### src/rtl/lbm_divider.sv
// -----------------------------------------------------------------------------
// lbm_divider
//
// Iterative signed fixed-point divider for the LBM macroscopic-variable stage.
// It computes quotient = trunc((dividend * 2^FRAC_BITS) / divisor), with the
// result rounded toward zero and saturated to the signed DATA_WIDTH range.
// The core is a restoring shift-subtract loop over the operand magnitudes,
// followed by a single sign/saturation fix-up cycle.
//
// Handshake: div_start is a request strobe that is only honoured when the
// block is idle (div_busy = 0 at the sampling edge). div_start while busy is
// dropped, not queued. Operands are captured on the accepting edge. div_valid
// is a one-cycle pulse marking a new quotient/div_by_zero pair. That pair is
// then held until the next result. There is no back-pressure.
//
// Ports:
//   Clk          in   rising-edge clock
//   Reset        in   synchronous active-low reset
//   div_start    in   request strobe (sampled in IDLE only)
//   dividend     in   signed numerator, Q(DATA_WIDTH-FRAC_BITS).FRAC_BITS
//   divisor      in   signed denominator, same format
//   quotient     out  signed result, held until the next result
//   div_valid    out  one-cycle result strobe
//   div_busy     out  high whenever the FSM is not IDLE
//   div_by_zero  out  qualifies the held quotient
// -----------------------------------------------------------------------------
module lbm_divider #(
    parameter int DATA_WIDTH = 32,
    parameter int FRAC_BITS  = 16
) (
    input  logic                  Clk,
    input  logic                  Reset,
    input  logic                  div_start,
    input  logic [DATA_WIDTH-1:0] dividend,
    input  logic [DATA_WIDTH-1:0] divisor,
    output logic [DATA_WIDTH-1:0] quotient,
    output logic                  div_valid,
    output logic                  div_busy,
    output logic                  div_by_zero
);

    localparam int DW = DATA_WIDTH;
    localparam int N  = DATA_WIDTH + FRAC_BITS;
    localparam int CW = $clog2(N);

    localparam logic [CW-1:0] CNT_LAST = CW'(N - 1);
    localparam logic [CW-1:0] CNT_ONE  = {{(CW-1){1'b0}}, 1'b1};
    localparam logic [DW-1:0] DW_ONE   = {{(DW-1){1'b0}}, 1'b1};

    // Saturation limits, expressed against the N-bit quotient magnitude.
    localparam logic [N-1:0]  MAX_POS_MAG = {{(N-DW+1){1'b0}}, {(DW-1){1'b1}}};
    localparam logic [N-1:0]  MAX_NEG_MAG = {{(N-DW){1'b0}}, 1'b1, {(DW-1){1'b0}}};
    localparam logic [DW-1:0] SAT_POS     = {1'b0, {(DW-1){1'b1}}};
    localparam logic [DW-1:0] SAT_NEG     = {1'b1, {(DW-1){1'b0}}};

    typedef enum logic [1:0] {
        IDLE = 2'd0,
        CALC = 2'd1,
        FIX  = 2'd2,
        DONE = 2'd3
    } state_t;

    state_t        state_q, state_d;
    logic [DW:0]   rem_q, rem_d;        // partial remainder, DW+1 bits
    logic [N-1:0]  num_q, num_d;        // numerator magnitude, shifted out MSB first
    logic [N-1:0]  qmag_q, qmag_d;      // quotient magnitude, shifted in LSB first
    logic [DW-1:0] dmag_q, dmag_d;      // divisor magnitude
    logic          sign_q, sign_d;      // result sign
    logic          dbz_pend_q, dbz_pend_d;
    logic [CW-1:0] cnt_q, cnt_d;
    logic [DW-1:0] quotient_q, quotient_d;
    logic          valid_q, valid_d;
    logic          busy_q, busy_d;
    logic          dbz_q, dbz_d;

    logic [DW-1:0] dividend_mag;
    logic [DW-1:0] divisor_mag;
    logic [DW+1:0] rem_shift;
    logic          rem_ge;
    logic [DW-1:0] fix_result;

    // Two's-complement magnitude; the most negative value maps to 2^(DW-1),
    // which is still representable as an unsigned DW-bit number.
    always_comb begin
        dividend_mag = dividend[DW-1] ? (~dividend + DW_ONE) : dividend;
        divisor_mag  = divisor[DW-1]  ? (~divisor  + DW_ONE) : divisor;
    end

    // One restoring step. The remainder is always below |divisor| <= 2^(DW-1)
    // before the shift, so the shifted value cannot overflow DW+1 bits; the
    // extra top bit only keeps the compare free of truncation.
    always_comb begin
        rem_shift = {rem_q, num_q[N-1]};
        rem_ge    = (rem_shift >= {2'b00, dmag_q});
    end

    // Sign application and saturation. For divide-by-zero the numerator
    // register still holds the dividend magnitude, and the captured sign equals
    // the dividend sign because a zero divisor is non-negative.
    always_comb begin
        fix_result = '0;
        if (dbz_pend_q) begin
            if (num_q == '0) begin
                fix_result = '0;
            end else if (sign_q) begin
                fix_result = SAT_NEG;
            end else begin
                fix_result = SAT_POS;
            end
        end else if (sign_q) begin
            if (qmag_q >= MAX_NEG_MAG) begin
                fix_result = SAT_NEG;
            end else begin
                fix_result = ~qmag_q[DW-1:0] + DW_ONE;
            end
        end else begin
            if (qmag_q > MAX_POS_MAG) begin
                fix_result = SAT_POS;
            end else begin
                fix_result = qmag_q[DW-1:0];
            end
        end
    end

    always_comb begin
        state_d    = state_q;
        rem_d      = rem_q;
        num_d      = num_q;
        qmag_d     = qmag_q;
        dmag_d     = dmag_q;
        sign_d     = sign_q;
        dbz_pend_d = dbz_pend_q;
        cnt_d      = cnt_q;
        quotient_d = quotient_q;
        dbz_d      = dbz_q;
        valid_d    = 1'b0;
        busy_d     = busy_q;

        case (state_q)
            IDLE: begin
                busy_d = 1'b0;
                if (div_start) begin
                    num_d      = {dividend_mag, {FRAC_BITS{1'b0}}};
                    dmag_d     = divisor_mag;
                    sign_d     = dividend[DW-1] ^ divisor[DW-1];
                    rem_d      = '0;
                    qmag_d     = '0;
                    cnt_d      = '0;
                    dbz_pend_d = (divisor == '0);
                    busy_d     = 1'b1;
                    state_d    = (divisor == '0) ? FIX : CALC;
                end
            end
            CALC: begin
                rem_d  = (DW+1)'(rem_ge ? (rem_shift - {2'b00, dmag_q}) : rem_shift);
                qmag_d = {qmag_q[N-2:0], rem_ge};
                num_d  = {num_q[N-2:0], 1'b0};
                cnt_d  = cnt_q + CNT_ONE;
                if (cnt_q == CNT_LAST) begin
                    state_d = FIX;
                end
            end
            FIX: begin
                quotient_d = fix_result;
                dbz_d      = dbz_pend_q;
                valid_d    = 1'b1;
                state_d    = DONE;
            end
            DONE: begin
                busy_d  = 1'b0;
                state_d = IDLE;
            end
            default: begin
                busy_d  = 1'b0;
                state_d = IDLE;
            end
        endcase
    end

    always_ff @(posedge Clk) begin
        if (!Reset) begin
            state_q    <= IDLE;
            rem_q      <= '0;
            num_q      <= '0;
            qmag_q     <= '0;
            dmag_q     <= '0;
            sign_q     <= 1'b0;
            dbz_pend_q <= 1'b0;
            cnt_q      <= '0;
            quotient_q <= '0;
            valid_q    <= 1'b0;
            busy_q     <= 1'b0;
            dbz_q      <= 1'b0;
        end else begin
            state_q    <= state_d;
            rem_q      <= rem_d;
            num_q      <= num_d;
            qmag_q     <= qmag_d;
            dmag_q     <= dmag_d;
            sign_q     <= sign_d;
            dbz_pend_q <= dbz_pend_d;
            cnt_q      <= cnt_d;
            quotient_q <= quotient_d;
            valid_q    <= valid_d;
            busy_q     <= busy_d;
            dbz_q      <= dbz_d;
        end
    end

    assign quotient    = quotient_q;
    assign div_valid   = valid_q;
    assign div_busy    = busy_q;
    assign div_by_zero = dbz_q;

endmodule

### config.mk
export PLATFORM = sky130hd
export DESIGN_NAME = lbm_divider
export DESIGN_NICKNAME = d
export VERILOG_FILES = /design/src/rtl/lbm_divider.sv
export SDC_FILE = /design/constraint.sdc
export NUM_CORES = 1
export LEC_CHECK = 0
export CAP_MARGIN = 20
export CORE_AREA = 2 2 117 176
export CTS_CLUSTER_SIZE = 14
export DETAILED_ROUTE_END_ITERATION = 8
export DIE_AREA = 0 0 119 178
export MAX_ROUTING_LAYER = met4
export PLACE_DENSITY = 0.8
export SLEW_MARGIN = 10
export SYNTH_ARGS = -nofsm -noshare
export SYNTH_HDL_FRONTEND = slang
export SYNTH_SLANG_ARGS = --single-unit
export TNS_END_PERCENT = 50
### constraint.sdc
create_clock -name Clk -period 4.8 [get_ports Clk]
set_input_delay 0.96 -clock Clk [delete_from_list [all_inputs] [get_ports Clk]]
set_output_delay 0.96 -clock Clk [all_outputs]
set_load 0.02 [all_outputs]
# --- Word level (Yosys, flattened, before mapping) ---
# Cells that the tools add are included.
op_classes:
  n_addsub: 5
  n_eq_ne: 6
  n_lt_le_gt_ge: 3
  muxes: 24
  n_reduce_logical: 8
  bitwise_logic: 4
ops:
  columns: ["op", "count"]
  rows:
  - ["2-to-1 mux 32 bit", 8]
  - ["one-hot mux 48 bit (2 select lines)", 2]
  - ["adder 32 x 1 -> 32 bit, second input constant", 3]
  - ["2-to-1 mux 48 bit", 2]
  - ["inverter 32 bit", 3]
  - ["2-to-1 mux 33 bit", 2]
  - ["one-hot mux 33 bit (2 select lines)", 1]
  - ["greater-or-equal comparator 48 x 32 -> 1 bit, second input constant", 1]
  - ["> comparator 48 x 31 -> 1 bit, second input constant", 1]
  - ["logical NOT 48 bit", 1]
  - ["greater-or-equal comparator 34 x 32 -> 1 bit", 1]
  - ["subtractor 33 x 32 -> 33 bit", 1]
  - ["logical NOT 32 bit", 1]
  - ["one-hot mux 6 bit (2 select lines)", 1]
  - ["one-hot mux 2 bit (4 select lines)", 1]
  - ["adder 6 x 1 -> 6 bit, second input constant", 1]
  - ["equality test 6 bit, second input constant", 1]
  - ["2-to-1 mux 2 bit", 3]
  - ["2-to-1 mux 6 bit", 1]
  - ["AND reduction 2 bit", 3]
  - ["equality test 2 bit, second input constant", 2]
  - ["!= test 2 bit, second input constant", 2]
  - ["nonzero test 2 bit", 2]
  - ["equality test 2 x 1 -> 1 bit, second input constant", 1]
  - ["4 further kinds", 5]
totals:
  inputBits: 67
  ff_bits: 206

# --- Depth between registers and ports, before layout ---
depth:
  word_depth: 5
  depth_mapped: 13
  mapped_depth_nobuf: 12

# --- Worst setup path after synthesis ---
# Ideal clock, no wire load.
synth_timing:
  kind: "input -> register"
  from: "input divisor[9]"
  to: "register state_q[0]"
  slack_ps: 1117
  t_arrival_ps: 3568
  stages: 9
  required_ps: 4685
  path_cell_list: "or4_4 > or3_4 > or3_4 > or3_4 > or2_4 > or4b_4 > o211ai_2 > o21ai_1 > and2_1"
synth_between:
  elab_chain_len: 4
synth_rtl:
  columns: ["item", "line", "rtl"]
  rows:
  - ["start: declaration", "35", "input logic [DATA_WIDTH-1:0] divisor,"]
  - ["logical NOT 32 bit", "151", "state_d = (divisor == '0) ? FIX : CALC;"]
  - ["2-to-1 mux 2 bit", "151", null]
  - ["2-to-1 mux 2 bit", "142", "if (div_start) begin"]
  - ["one-hot mux 2 bit (4 select lines)", "139", "case (state_q)"]
  - ["end signal: assignment", "195", "state_q <= state_d;"]
  - ["end: declaration", "63", "state_t state_q, state_d;"]
# No other way between the ends. The select of a mux whose other input is x is not followed.
# A chain may end at the register's enable or synchronous reset.

# --- Worst setup path after layout ---
layout_timing:
  from: "input dividend[4]"
  to: "register num_q[45]"
layout_between:
  elab_chain_len: 5
layout_rtl:
  columns: ["item", "line", "rtl"]
  rows:
  - ["start: declaration", "34", "input logic [DATA_WIDTH-1:0] dividend,"]
  - ["inverter 32 bit", "85", "dividend_mag = dividend[DW-1] ? (~dividend + DW_ONE) : dividend;"]
  - ["adder 32 x 1 -> 32 bit", "85", null]
  - ["2-to-1 mux 32 bit", "85", null]
  - ["2-to-1 mux 48 bit", "142", null]
  - ["one-hot mux 48 bit (2 select lines)", "139", null]
  - ["end signal: assignment", "197", "num_q <= num_d;"]
  - ["end: declaration", "65", "logic [N-1:0] num_q, num_d;"]
# No other way between the ends. The select of a mux whose other input is x is not followed.

==> reports/results.md <==
| Stage | Item | This run |
|:---|:---|:---|
| detailed routing | Remaining design rule violation count | 0 |
| power and ir drop | Leak | 5.24 nW |
| cells and area | Number of fill cells | 1645 |
| detailed routing | Number of DRC markers in iteration 0 | 656 |
| timing | Worst hold-check slack | 0.485 ns |
| clock network | CTS tree | built |
| cells and area | Footprint of the flip-flops and latches | 0.00380 mm² |
| global routing | Gr ovfl total | 0 |
| timing | Final setup TNS | 0 ns |
| synthesis | Synthesized flop and latch total | 190 |
| floorplanning | Placement row count | 63 |
| run | Max_cap viols | 0 |
| detailed routing | Drt first pass iters | 7 |
| cells and area | Antenna cells | 0 |
| timing | Setup-violating endpoint count in the final report | 0 |
| clock network | Number of resized instances in the post-cts repair step | 0 |
| clock network | Clock buffers created by TritonCTS | 17 |
| critical path | Arrival time at the worst endpoint | 4.25 ns |
| critical path | Critical path class | in2reg |
| critical path | Cell with the largest stage delay on the worst path | sky130_fd_sc_hd__nor4_1 |
| timing | RSZ-0062 raised after global routing | false |
| detailed routing | Ratio of routed vias to standard cells | 5.99 |
| timing | Portion of the clock cycle consumed by the worst path in the final layout | 80.9% |
| synthesis | Cell count after synthesis | 1457 |
| clock network | Clock Tree Root | sky130_fd_sc_hd__clkbuf_16 |
| synthesis | Synthesized area | 0.0114 mm² |
| detailed routing | WL per Instance | 15.8 µm |
| floorplanning | Initial cell density of the core | 58.2% |
| critical path | Worst Path Max Fanout | 5 |
| hold path | Worst hold path class | reg2reg |
| critical path | Nature of the critical path endpoint | flop |
| clock network | Latest clock arrival within the worst-skew pair | 0.45 ns |
| cells and area | Share of post-route cells with drive strength above 1 | 4.98% |
| global routing | Pin count of the biggest net entering global routing | 86 |
| synthesis | Synthesized netlist net count | 1565 |
| global routing | Wire length of the first global-routing pass | 46700 µm |
| cells and area | Post-layout instance area | 0.0131 mm² |
| cells and area | Area overhead of the layout relative to synthesis | 14.7% |
| cells and area | NumNets Final | 1601 |
| critical path | Most common cell type on the critical path | sky130_fd_sc_hd__or3_1 |
| timing | Number of pins exceeding their max-slew limit in the final report | 0 |
| cells and area | Non-filler cells in the finished layout | 1766 |
| placement | GP Congestion | 0.909 |
| placement | Placed wire-length estimate after detailed placement | 18900 µm |
| placement | Number of placed cells counting well taps | 1734 |
| synthesis | Number of enable-type register cells in the synthesized netlist | 0 |
| critical path | Largest stage delay, worst path | 0.50 ns |
| timing | Final period demand of the worst path | 3.88 ns |
| synthesis | Number of distinct library cell variants in the gate-level netlist after synthesis | 63 |
| power and ir drop | Pwr Total | 5.84 mW |
| critical path | Critical path data required time | 5.16 ns |
| synthesis | Fraction of registers with async set/reset | 0% |
| global routing | Global router's overall resource usage | 27.1% |
| critical path | Crit path buffers/inverters | 1 |
| timing | Worst slew slack as a fraction of its limit | 26.3% |
| floorplanning | Overall die height | 178 µm |
| timing | Fmax achieved | 0.257 GHz |
| critical path | Kind of start point of the critical path | input port |
| global routing | Via count of the first global-routing pass | 10100 |
| status | Status | finished, final reports clean |
| timing | Final Hold Viols | 0 |
| synthesis | Synth Flop Type | sky130_fd_sc_hd__dfxtp_1 |
| critical path | Cell type group with the largest total delay on the critical path | simple AND/OR/NAND/NOR gates |
| placement | Worst-case setup slack after placement | 0.426 ns |
| critical path | Critical-path cell list | clkdlybuf4s50_1 > nor4_1 > nand4_1 > or3_1 > or3_1 > or4_1 > o41ai_1 > xnor2_1 > nor2_1 > o31ai_1 |
| clock network | H-tree depth | 4 |
| timing | Worst Setup Slack, final | 0.916 ns |
| power and ir drop | Max rail drop VDD | 0.000332 V |
| cells and area | Layout Utilization | 66.8% |
| global routing | Antenna violations before repair | 0 |
| floorplanning | Core area | 0.0196 mm² |
| timing | Actual slew at the worst max-slew pin | 1.10 ns |
| detailed routing | Wire length reported by the detailed router | 27800 µm |
| clock network | Max Root-Sink Buffers | 2 |
| detailed routing | Number of nets with antenna violations after detailed routing | 0 |
| clock network | Hold-fix buffer count after cts | 0 |
| synthesis | Post-Syn Area per Cell | 7.84 µm² |
| cells and area | Footprint of the multi-input gates | 0.00707 mm² |
| timing | Clock skew after layout | 0.0198 ns |
| clock network | Buffers inserted by post-CTS timing repair | 0 |
| detailed routing | Vias after detailed routing | 10600 |
| placement | Placed cell area | 0.0125 mm² |
| floorplanning | DIE WIDTH | 119 µm |
| synthesis | Total number of yosys warnings | 0 |
| floorplanning | Count of boundary I/O pins | 102 |
| floorplanning | Total die area | 0.0212 mm² |
| power and ir drop | Power per cell area | 446 mW/mm² |
| clock network | Num Clock Sinks | 190 |
| clock network | Post-CTS clock slew at the launch and capture registers of the worst setup and hold paths | 0.08 ns |
| placement | Total of buffers placed on input and output ports | 101 |
| synthesis | Sequential cell area fraction in the yosys report | 33.3% |
[power by group]
group	switching (mW)	internal [mW]
sequential	0.187	1.87
combinational	1.46	0.909
clock	0.715	0.702
total	2.37	3.48
[cell type report]
| class | instances | area share, % |
|---|---|---|
| Sequential cell | 190 | 29.0 |
| Inverter | 54 | 1.55 |
| Timing Repair Buffer | 115 | 8.50 |
| Clock inverter | 15 | 1.25 |
| Multi-Input combinational cell | 1115 | 53.9 |
| Tap cell | 260 | 2.48 |
| Clock buffer | 17 | 3.25 |
[Yosys cell counts, drive strengths merged, types with 12 or more instances]
cell / instances / area (µm²)
a21boi: 30 / 225
a21o: 18 / 135
a21oi: 70 / 350
a22oi: 51 / 383
a31oi: 14 / 87.6
buf: 12 / 45.0
clkbuf: 86 / 323
dfxtp: 190 / 3800
ha: 40 / 500
inv: 54 / 203
mux2i: 25 / 250
nand2: 211 / 792
nand3: 17 / 85.1
nor2: 79 / 297
nor2b: 60 / 375
nor3: 17 / 85.1
nor4: 24 / 150
o211a: 33 / 330
o211ai: 15 / 118
o21ai: 135 / 676
o22ai: 21 / 131
o31ai: 19 / 143
or3: 18 / 128
or4: 12 / 93.8
xnor2: 17 / 149
xor2: 73 / 639
[worst paths after layout]
check                            startpoint   endpoint  slack, ns  cells past startpoint
worst max-delay path            dividend[4]  num_q[45]       0.92                     10
worst min-delay path              num_q[35]  num_q[35]       0.48                      2
worst max register to register    num_q[47]  rem_q[32]       1.31                     12
worst min register to register    num_q[35]  num_q[35]       0.48                      2
[flip-flops by register name, indices dropped and copies added (netlist names)]
name / count
rem_q: 33
div_by_zero: 1
sign_q: 1
state_q: 2
cnt_q: 6
quotient: 32
num_q: 32
div_busy: 1
div_valid: 1
qmag_q: 48
dbz_pend_q: 1
dmag_q: 32
[cells by family after synthesis]
| kind of cell | after synthesis | synth area share (%) |
|---|---|---|
| simple gates | 492 | 20.7 |
| compound gates | 459 | 26.5 |
| flops | 190 | 33.3 |
| buf+inv | 152 | 4.99 |
| xor+xnor | 90 | 6.90 |
| fa+ha+maj | 41 | 4.56 |
| mux | 33 | 2.98 |
[routing by layer]
| metal | track usage, % | vias up | part of all wire, % |
|---|---|---|---|
| li1 | - | 5276 | - |
| met1 | 31.0 | 4973 | 43 |
| met2 | 47.8 | 269 | 51 |
| met3 | 3.55 | 65 | 4.0 |
| met4 | 10.9 | 0 | 2.8 |
| met5 | - | - | 0 |
[worst min-delay path: cells and delay by family, from the launching register on]
kind | cells | cell delay (ns)
AOI/OAI and AO/OA | 1 | 0.06
and+or+nand+nor | 1 | 0.05
DFF | 1 | 0.33
[cell usage in the layout (no fill, tap or decap), types with 8 or more instances in the layout]
master	n
sky130_fd_sc_hd__a21boi_0	30
sky130_fd_sc_hd__a21o_1	18
sky130_fd_sc_hd__a21oi_1	69
sky130_fd_sc_hd__a22oi_1	51
sky130_fd_sc_hd__a31oi_1	14
sky130_fd_sc_hd__a32oi_1	11
sky130_fd_sc_hd__and2_1	9
sky130_fd_sc_hd__and3_1	10
sky130_fd_sc_hd__buf_4	15
sky130_fd_sc_hd__clkbuf_16	17
sky130_fd_sc_hd__clkdlybuf4s50_1	100
sky130_fd_sc_hd__dfxtp_1	190
sky130_fd_sc_hd__ha_1	40
sky130_fd_sc_hd__inv_1	53
sky130_fd_sc_hd__mux2_2	8
sky130_fd_sc_hd__mux2i_1	25
sky130_fd_sc_hd__nand2_1	211
sky130_fd_sc_hd__nand2b_1	11
sky130_fd_sc_hd__nand3_1	17
sky130_fd_sc_hd__nand4_1	10
sky130_fd_sc_hd__nor2_1	79
sky130_fd_sc_hd__nor2b_1	60
sky130_fd_sc_hd__nor3_1	17
sky130_fd_sc_hd__nor4_1	24
sky130_fd_sc_hd__o211a_1	33
sky130_fd_sc_hd__o211ai_1	14
sky130_fd_sc_hd__o21ai_0	132
sky130_fd_sc_hd__o22ai_1	21
sky130_fd_sc_hd__o31ai_1	19
sky130_fd_sc_hd__o41ai_1	11
sky130_fd_sc_hd__or3_1	15
sky130_fd_sc_hd__or4_1	11
sky130_fd_sc_hd__xnor2_1	17
sky130_fd_sc_hd__xor2_1	73
Power figures use the tool's default switching activity.
